`config.mk`:
```
export PLATFORM = sky130hd
export DESIGN_NAME = cpu_checkpoint_irq_ctrl_flat
export DESIGN_NICKNAME = d
export VERILOG_FILES = /design/src/rtl/cpu_checkpoint_irq_ctrl_if.sv /design/src/rtl/cpu_checkpoint_irq_ctrl.sv /design/src/flat_wrapper.sv
export SDC_FILE = /design/constraint.sdc
export NUM_CORES = 1
export LEC_CHECK = 0
export ABC_AREA = 1
export CORE_MARGIN = 8
export CORE_UTILIZATION = 54
export DETAILED_ROUTE_END_ITERATION = 12
export PLACE_DENSITY = 0.83
export SKIP_LAST_GASP = 1
export SYNTH_ARGS = -nofsm -noshare
export SYNTH_HDL_FRONTEND = slang
export SYNTH_SLANG_ARGS = --single-unit
```
`constraint.sdc`:
```
create_clock -name clk -period 8.4 [get_ports clk]
set_input_delay 1.68 -clock clk [delete_from_list [all_inputs] [get_ports clk]]
set_output_delay 1.68 -clock clk [all_outputs]
set_load 0.005 [all_outputs]
```
`src/rtl/cpu_checkpoint_irq_ctrl_if.sv`:
```
// Avalon-MM slave bus bundle for the checkpoint interrupt controller.
// The master modport is the bus side (the CPU fabric or a bench).
// The slave modport is the controller side.
interface cpu_checkpoint_irq_ctrl_if;
  logic [7:0]  avs_address;
  logic        avs_write;
  logic [31:0] avs_writedata;
  logic        avs_read;
  logic [31:0] avs_readdata;

  modport master (
    output avs_address,
    output avs_write,
    output avs_writedata,
    output avs_read,
    input  avs_readdata
  );

  modport slave (
    input  avs_address,
    input  avs_write,
    input  avs_writedata,
    input  avs_read,
    output avs_readdata
  );
endinterface

```
`src/rtl/cpu_checkpoint_irq_ctrl.sv`:
```
// Multi-core checkpoint interrupt controller.
// Each core has a checkpoint register. Writing it with bit 8 set raises a
// sticky, maskable pending bit. Any write to the register (re)arms that core's
// watchdog. A watchdog that counts down to zero without a fresh checkpoint
// latches an EXPIRED bit. Reads have a latency of one cycle.
module cpu_checkpoint_irq_ctrl #(
  parameter int NUM_CORES = 4,
  parameter int TIMEOUT_W = 16
) (
  input  logic                      clk,
  input  logic                      reset,
  cpu_checkpoint_irq_ctrl_if.slave  avs,
  output logic [NUM_CORES-1:0]      checkpoint_irq,
  output logic                      timeout_irq
);

  localparam logic [7:0] ADDR_PENDING = 8'h40;
  localparam logic [7:0] ADDR_MASK    = 8'h41;
  localparam logic [7:0] ADDR_TIMEOUT = 8'h42;
  localparam logic [7:0] ADDR_EXPIRED = 8'h43;

  logic [31:0]          ckpt_q [NUM_CORES];
  logic [31:0]          ckpt_d [NUM_CORES];
  logic [TIMEOUT_W-1:0] wdog_q [NUM_CORES];
  logic [TIMEOUT_W-1:0] wdog_d [NUM_CORES];
  logic [NUM_CORES-1:0] pending_q, pending_d;
  logic [NUM_CORES-1:0] mask_q, mask_d;
  logic [NUM_CORES-1:0] expired_q, expired_d;
  logic [TIMEOUT_W-1:0] timeout_q, timeout_d;
  logic [31:0]          readdata_q, readdata_d;

  logic [NUM_CORES-1:0] ckpt_we;
  logic [NUM_CORES-1:0] ckpt_set;
  logic [NUM_CORES-1:0] wdog_fire;
  logic [NUM_CORES-1:0] pending_clr;
  logic [NUM_CORES-1:0] expired_clr;
  logic                 wr_mask;
  logic                 wr_timeout;
  logic [31:0]          ckpt_rd;
  logic [31:0]          rd_mux;

  // Decode the write strobe into per-register write enables and W1C masks.
  always_comb begin
    ckpt_we  = '0;
    ckpt_set = '0;
    for (int n = 0; n < NUM_CORES; n++) begin
      ckpt_we[n]  = avs.avs_write && (avs.avs_address == 8'(n));
      ckpt_set[n] = ckpt_we[n] && avs.avs_writedata[8];
    end
    wr_mask     = avs.avs_write && (avs.avs_address == ADDR_MASK);
    wr_timeout  = avs.avs_write && (avs.avs_address == ADDR_TIMEOUT);
    pending_clr = (avs.avs_write && (avs.avs_address == ADDR_PENDING)) ?
                  avs.avs_writedata[NUM_CORES-1:0] : '0;
    expired_clr = (avs.avs_write && (avs.avs_address == ADDR_EXPIRED)) ?
                  avs.avs_writedata[NUM_CORES-1:0] : '0;
  end

  // Per-core checkpoint storage and watchdog countdown; a checkpoint write
  // reloads the counter and so overrides an expiry due in the same cycle.
  always_comb begin
    ckpt_d    = ckpt_q;
    wdog_d    = wdog_q;
    wdog_fire = '0;
    for (int n = 0; n < NUM_CORES; n++) begin
      if (ckpt_we[n]) begin
        ckpt_d[n] = avs.avs_writedata;
        wdog_d[n] = timeout_q;
      end else if (wdog_q[n] == TIMEOUT_W'(1)) begin
        ckpt_d[n]    = ckpt_q[n];
        wdog_d[n]    = '0;
        wdog_fire[n] = 1'b1;
      end else if (wdog_q[n] != '0) begin
        ckpt_d[n] = ckpt_q[n];
        wdog_d[n] = wdog_q[n] - TIMEOUT_W'(1);
      end else begin
        ckpt_d[n] = ckpt_q[n];
        wdog_d[n] = wdog_q[n];
      end
    end
  end

  // Control registers; a set in the same cycle as a W1C of the same bit wins.
  always_comb begin
    pending_d = (pending_q & ~pending_clr) | ckpt_set;
    expired_d = (expired_q & ~expired_clr) | wdog_fire;
    if (wr_mask) begin
      mask_d = avs.avs_writedata[NUM_CORES-1:0];
    end else begin
      mask_d = mask_q;
    end
    if (wr_timeout) begin
      timeout_d = avs.avs_writedata[TIMEOUT_W-1:0];
    end else begin
      timeout_d = timeout_q;
    end
  end

  // Read mux over the current register contents (the pre-write view when a
  // read and a write share a cycle); the result is captured only on a read.
  always_comb begin
    ckpt_rd = 32'h0;
    for (int n = 0; n < NUM_CORES; n++) begin
      ckpt_rd = ckpt_rd | ((avs.avs_address == 8'(n)) ? ckpt_q[n] : 32'h0);
    end
    case (avs.avs_address)
      ADDR_PENDING: rd_mux = 32'(pending_q);
      ADDR_MASK:    rd_mux = 32'(mask_q);
      ADDR_TIMEOUT: rd_mux = 32'(timeout_q);
      ADDR_EXPIRED: rd_mux = 32'(expired_q);
      default:      rd_mux = ckpt_rd;
    endcase
    if (avs.avs_read) begin
      readdata_d = rd_mux;
    end else begin
      readdata_d = readdata_q;
    end
  end

  // State registers, all cleared asynchronously by reset.
  always_ff @(posedge clk or posedge reset) begin
    if (reset) begin
      for (int n = 0; n < NUM_CORES; n++) begin
        ckpt_q[n] <= 32'h0;
        wdog_q[n] <= '0;
      end
      pending_q  <= '0;
      mask_q     <= '0;
      expired_q  <= '0;
      timeout_q  <= '0;
      readdata_q <= 32'h0;
    end else begin
      ckpt_q     <= ckpt_d;
      wdog_q     <= wdog_d;
      pending_q  <= pending_d;
      mask_q     <= mask_d;
      expired_q  <= expired_d;
      timeout_q  <= timeout_d;
      readdata_q <= readdata_d;
    end
  end

  assign avs.avs_readdata = readdata_q;
  assign checkpoint_irq   = pending_q & mask_q;
  assign timeout_irq      = |(expired_q & mask_q);

endmodule
```
`src/flat_wrapper.sv`:
```
// flat-port wrapper written by rule: the top's interface ports become plain ports
module cpu_checkpoint_irq_ctrl_flat 
#(
  parameter int NUM_CORES = 4,
  parameter int TIMEOUT_W = 16
)
  (clk, reset, checkpoint_irq, timeout_irq, avs_avs_address, avs_avs_write, avs_avs_writedata, avs_avs_read, avs_avs_readdata);
  cpu_checkpoint_irq_ctrl_if avs_i ();
  input  logic clk;
  input  logic reset;
  output logic [NUM_CORES-1:0] checkpoint_irq;
  output logic timeout_irq;
  input wire logic [$bits(avs_i.avs_address)-1:0] avs_avs_address;
  input wire logic [$bits(avs_i.avs_write)-1:0] avs_avs_write;
  input wire logic [$bits(avs_i.avs_writedata)-1:0] avs_avs_writedata;
  input wire logic [$bits(avs_i.avs_read)-1:0] avs_avs_read;
  output wire logic [$bits(avs_i.avs_readdata)-1:0] avs_avs_readdata;
  assign avs_i.avs_address = avs_avs_address;
  assign avs_i.avs_write = avs_avs_write;
  assign avs_i.avs_writedata = avs_avs_writedata;
  assign avs_i.avs_read = avs_avs_read;
  assign avs_avs_readdata = avs_i.avs_readdata;
  cpu_checkpoint_irq_ctrl #(.NUM_CORES(NUM_CORES), .TIMEOUT_W(TIMEOUT_W)) u_core (.clk(clk), .reset(reset), .avs(avs_i), .checkpoint_irq(checkpoint_irq), .timeout_irq(timeout_irq));
endmodule
```
; ---- Yosys cells after proc, flatten, opt, wreduce, memory -nomap -nowiden
; Cells that the tools add are included.
[op_classes]
bitwise = 11
n_eq_ne = 11
add_sub_neg = 4
reduce_logical = 22
n_mux = 27
[op_table]
columns = op, count
row1 = 2-to-1 mux 16 bit, 12
row2 = 2-to-1 mux 32 bit, 4
row3 = case mux 32 bit (4 select lines), 1
row4 = OR 32 bit, 3
row5 = "== test 16 x 1 -> 1 bit, second input constant", 4
row6 = nonzero test 16 bit, 4
row7 = "subtractor 16 x 1 -> 16 bit, second input constant", 4
row8 = "== test 8 x 7 -> 1 bit, second input constant", 4
row9 = bitwise AND 4 bit, 4
row10 = "== test 8 x 2 -> 1 bit, second input constant", 2
row11 = logical AND 1 bit, 12
row12 = nonzero test 3 bit, 4
row13 = "== test 8 x 1 -> 1 bit, second input constant", 1
row14 = logical NOT 8 bit, 1
row15 = 2-to-1 mux 1 bit, 8
row16 = 2-to-1 mux 4 bit, 2
row17 = inverter 4 bit, 2
row18 = OR 4 bit, 2
row19 = OR reduction 4 bit, 1
[word_totals]
elab_cells = 88
output_inout_bits = 37
in_bits = 44
reg_bits = 252

; ---- Longest topological paths before layout
[depth]
depth_word = 6
mapped_depth = 11

; ---- Worst setup path before layout
; OpenSTA, ideal clock, no wires.
[synth_path]
path_kind = in2reg
startpoint = in avs_avs_address[7]
endpoint = reg u_core.wdog_q[39] (netlist name)
setup_ns = 0.119
n_path_buf = 2
required_ns = 8.281
setup_slack_ns = 5.675
arrival_ns = 2.607
path_stages = 10
cell_sequence = nor2_1 nand2_2 inv_4 nand3_2 buf_6 nand2_4 inv_2 buf_6 nand2_2 a21oi_2
[synth_between]
elab_chain_cells = 3
[synth_rtl]
columns = item, line_no
row1 = start: declaration, flat_wrapper.sv:13  ; input wire logic [$bits(avs_i.avs_address)-1:0] avs_avs_address;
row2 = == test 8 x 1 -> 1 bit *, cpu_checkpoint_irq_ctrl.sv:47  ; ckpt_we[n] = avs.avs_write && (avs.avs_address == 8'(n));
row3 = logical AND 1 bit *, cpu_checkpoint_irq_ctrl.sv:47
row4 = nonzero test 3 bit (no line) or 2-to-1 mux 16 bit (tied branches), n/a
row5 = end signal: assignment, cpu_checkpoint_irq_ctrl.sv:133  ; wdog_q <= wdog_d;
row6 = end: declaration, cpu_checkpoint_irq_ctrl.sv:24  ; logic [TIMEOUT_W-1:0] wdog_q [NUM_CORES];
; Every way passes the cells marked *; elsewhere a longest branch is shown, timed or not.
; A chain may end at the register's enable or synchronous reset.

; ---- Worst setup path in the final report
[layout_path]
startpoint = in avs_avs_address[7]
endpoint = reg u_core.wdog_q[42] (netlist name)
; The elaborated chain is that of the path after synthesis.

==> flow_summary.ini <==
[status]
outcome = completed

[floorplan]
placementRows = 56
fp.dieH_um = 170.4
x_dimension_of_the_die_um = 170.4
floorplan.initialDensity = 0.5484
die_area_um2 = 29030
io_pins = 81
design.core.area_um2 = 23470

[synth]
synth_edf_count = 0
syn-num-nets = 1731
synthArstFlopShare = 1.000
post_synth_main_area_contributors = sky130_fd_sc_hd__dfrtp_1 (49%), sky130_fd_sc_hd__nand2_1 (19%), sky130_fd_sc_hd__o21ai_0 (5.1%)
synth_area_leader_cell = sky130_fd_sc_hd__dfrtp_1
yosys.cell_count.top_type = sky130_fd_sc_hd__nand2_1
synth.cells.most_frequent = sky130_fd_sc_hd__nand2_1 (663), sky130_fd_sc_hd__dfrtp_1 (252), sky130_fd_sc_hd__o21ai_0 (132), sky130_fd_sc_hd__inv_1 (131), sky130_fd_sc_hd__nor2_1 (118)
postSynth.topFlopCell = sky130_fd_sc_hd__dfrtp_1
netlist-cell-type-count = 34
register_area_share_after_synthesis = 0.4899
netlist_area_pre_place_um2 = 12870
netlist_instances = 1678
synth_top_area_share = 0.4899
yosys_warnings = 0
avgSynthCellArea_um2 = 7.671
ys_ff_latch = 252

[power_and_ir_drop]
static-leakage-power_nw = 7.227
power.total_w = 0.003636
vdd.ir_drop.worst_uv = 179.0
power_density_nw_per_um2 = 249.0

[cells_and_area]
num-nets-final = 1778
antenna_cells_inserted = 0
areaGrowthSynthToFinish_pct = 13.45
drive_gt1_frac = 0.07176
n_fill_cell = 1965

[clock_tree]
htree_levels = 1
tritoncts.num_buffers = 27
clk_path_buf_depth = 3
numClockSinks = 252
tritoncts = built
insertion_delay_ns = 0.54
ctsResizeCount = 0
cts_root_buffer = sky130_fd_sc_hd__clkbuf_16
post-cts-setup-buffer-count = 0
clock_slew_seen_by_the_registers_of_the_worst_setup_and_hold_paths_ns = 0.06
cts_hold_buf = 0

[worst_setup_path]
worstRegToRegCells = 8
cp_slowest_cell = sky130_fd_sc_hd__inv_2
timing.critical_path.required_ns = 8.86
crit_type = input pin to register
cp_cell_instances = clkdlybuf4s50_1 -> nor2_1 -> nand2_2 -> inv_4 -> nand3_2 -> inv_2 -> nand2_1 -> a21oi_2
critPathMaxFanout = 47
critPathCaptureType = register
peak_per_stage_delay_on_the_critical_path_ns = 0.95
crit_arrival_ns = 4.81
setup.worst_path.start_class = input pin

[route]
antenna_left = 0
routedWlPerCell_um = 16.92
detailroute.via_count = 11520
drt_iter0_drc = 1066
detailedRoute.firstPassIterationCount = 7
post-route-drc-count = 0
drt-total-wl_um = 34880
route.detailed.vias_per_inst = 5.588

[sta]
timing.final.max_slew_violations = 0
timing_worst_slew_pin_value_ns = 1.221
setup_violations = 0
grt_setup_unrepaired = false
hold_violations = 0
layout_min_cycle_time_ns = 4.352
finalWorstSetupSlack_ns = 4.048
min_period_over_period = 0.5180
max-slew-margin-rel = 0.1852
fin_skew_ns = 0.01030
setup_total_negative_slack_ns = 0
timing.fmax_ghz = 0.2298

[global_route]
grt_pass1_wl_um = 57550
first_global_vias = 11520
grt.overflow.total = 0
grt_antenna_before_repair = 0
grt_start_max_net_pins = 154
track_usage = 0.2437

[place]
pre_cts_slack_ns = 3.582
detailed_place_hpwl_um = 22140
globalplace.congestion = 0.9109
portBuffers = 80

[flow_run]
timing.max_cap.violations = 0

[hold_path]
hp-class = register to register
hold_path_depth = 2
[stage by stage]
stage          hold slack, ns  utilization  area (µm²)  instances
5_1_grt                0.4985       0.6222       14600       2061
3_5_place_dp           0.4652       0.5839       13710       2015
6_report               0.4781       0.6222       14600       2061
3_3_place_gp           0.4614       0.5839       13710       2015
2_1_floorplan          0.4492            -       12880       1678
4_1_cts                0.4813       0.6222       14600       2061
[sequential cells by signal (all words and copies together) (netlist names)]
name                     count
u_core.pending_q             4
u_core.expired_q             4
u_core.avs.avs_readdata     32
u_core.mask_q                4
u_core.wdog_q               64
u_core.ckpt_q              128
u_core.timeout_q            16
[logic make-up (layout without fill, tap and decap cells)]
family                   count (synthesis)  in the layout  synth area share
AND/OR/NAND/NOR                        954            954            0.3121
buffers and inverters                  211            275           0.07533
XOR/XNOR                                27             27           0.01837
adder cells (fa/ha/maj)                  9              9          0.008748
flip-flops                             252            252            0.4899
AO/OA/AOI/OAI                          225            225           0.09555
[layout by cell type, fill, tap and decap left out, types with 27 or more instances in the layout]
cell type / instances
sky130_fd_sc_hd__a21oi_1: 30
sky130_fd_sc_hd__clkbuf_16: 27
sky130_fd_sc_hd__clkdlybuf4s50_1: 80
sky130_fd_sc_hd__dfrtp_1: 252
sky130_fd_sc_hd__inv_1: 130
sky130_fd_sc_hd__nand2_1: 663
sky130_fd_sc_hd__nand3_1: 101
sky130_fd_sc_hd__nor2_1: 118
sky130_fd_sc_hd__o21ai_0: 132
sky130_fd_sc_hd__o21ai_1: 29
[layout make-up]
type / count / area (µm²) / area share
sequential: 252 / 6306 / 0.4318
inverter: 143 / 545.5 / 0.03735
timing repair buffer: 86 / 858.3 / 0.05877
clock inverter: 10 / 158.9 / 0.01088
multi-input combinational: 1215 / 5597 / 0.3832
clock buffer: 36 / 739.5 / 0.05063
tap: 319 / 399.1 / 0.02733
[worst paths after layout]
| kind | slack [ns] | startpoint | to |
|---|---|---|---|
| min in group asynchronous | 1.49 | reset | u_core.ckpt_q[49] |
| worst min register to register | 0.48 | u_core.avs.avs_readdata[23] | u_core.avs.avs_readdata[23] |
| worst max register to register | 6.15 | u_core.wdog_q[16] | u_core.wdog_q[20] |
| max in group asynchronous | 5.54 | reset | u_core.avs.avs_readdata[3] |
| worst max-delay path | 4.05 | avs_avs_address[7] | u_core.wdog_q[42] |
| worst min-delay path | 0.48 | u_core.avs.avs_readdata[23] | u_core.avs.avs_readdata[23] |
[layer usage]
layer | up-vias | GRT usage | part of all wire
met5 | - | 0 | 0
met4 | 0 | 0.1198 | 0.048
met3 | 117 | 0.04217 | 0.069
met2 | 480 | 0.4037 | 0.48
met1 | 5544 | 0.3052 | 0.41
li1 | 5376 | - | -
[critical path, delay by kind of cell]
family	cells	cell delay (ns)
AO/OA/AOI/OAI	1	0.19
buffers and inverters	3	1.73
AND/OR/NAND/NOR	4	1.17
[report_power, final]
| group | total [W] | switching [W] | internal, W |
|---|---|---|---|
| Clock | 0.00122 | 0.000484 | 0.000737 |
| Combinational | 0.000814 | 0.000484 | 0.000330 |
| Sequential | 0.00160 | 0.000194 | 0.00141 |
| Total | 0.00364 | 0.00116 | 0.00247 |
(Power assumes the default switching activity.)
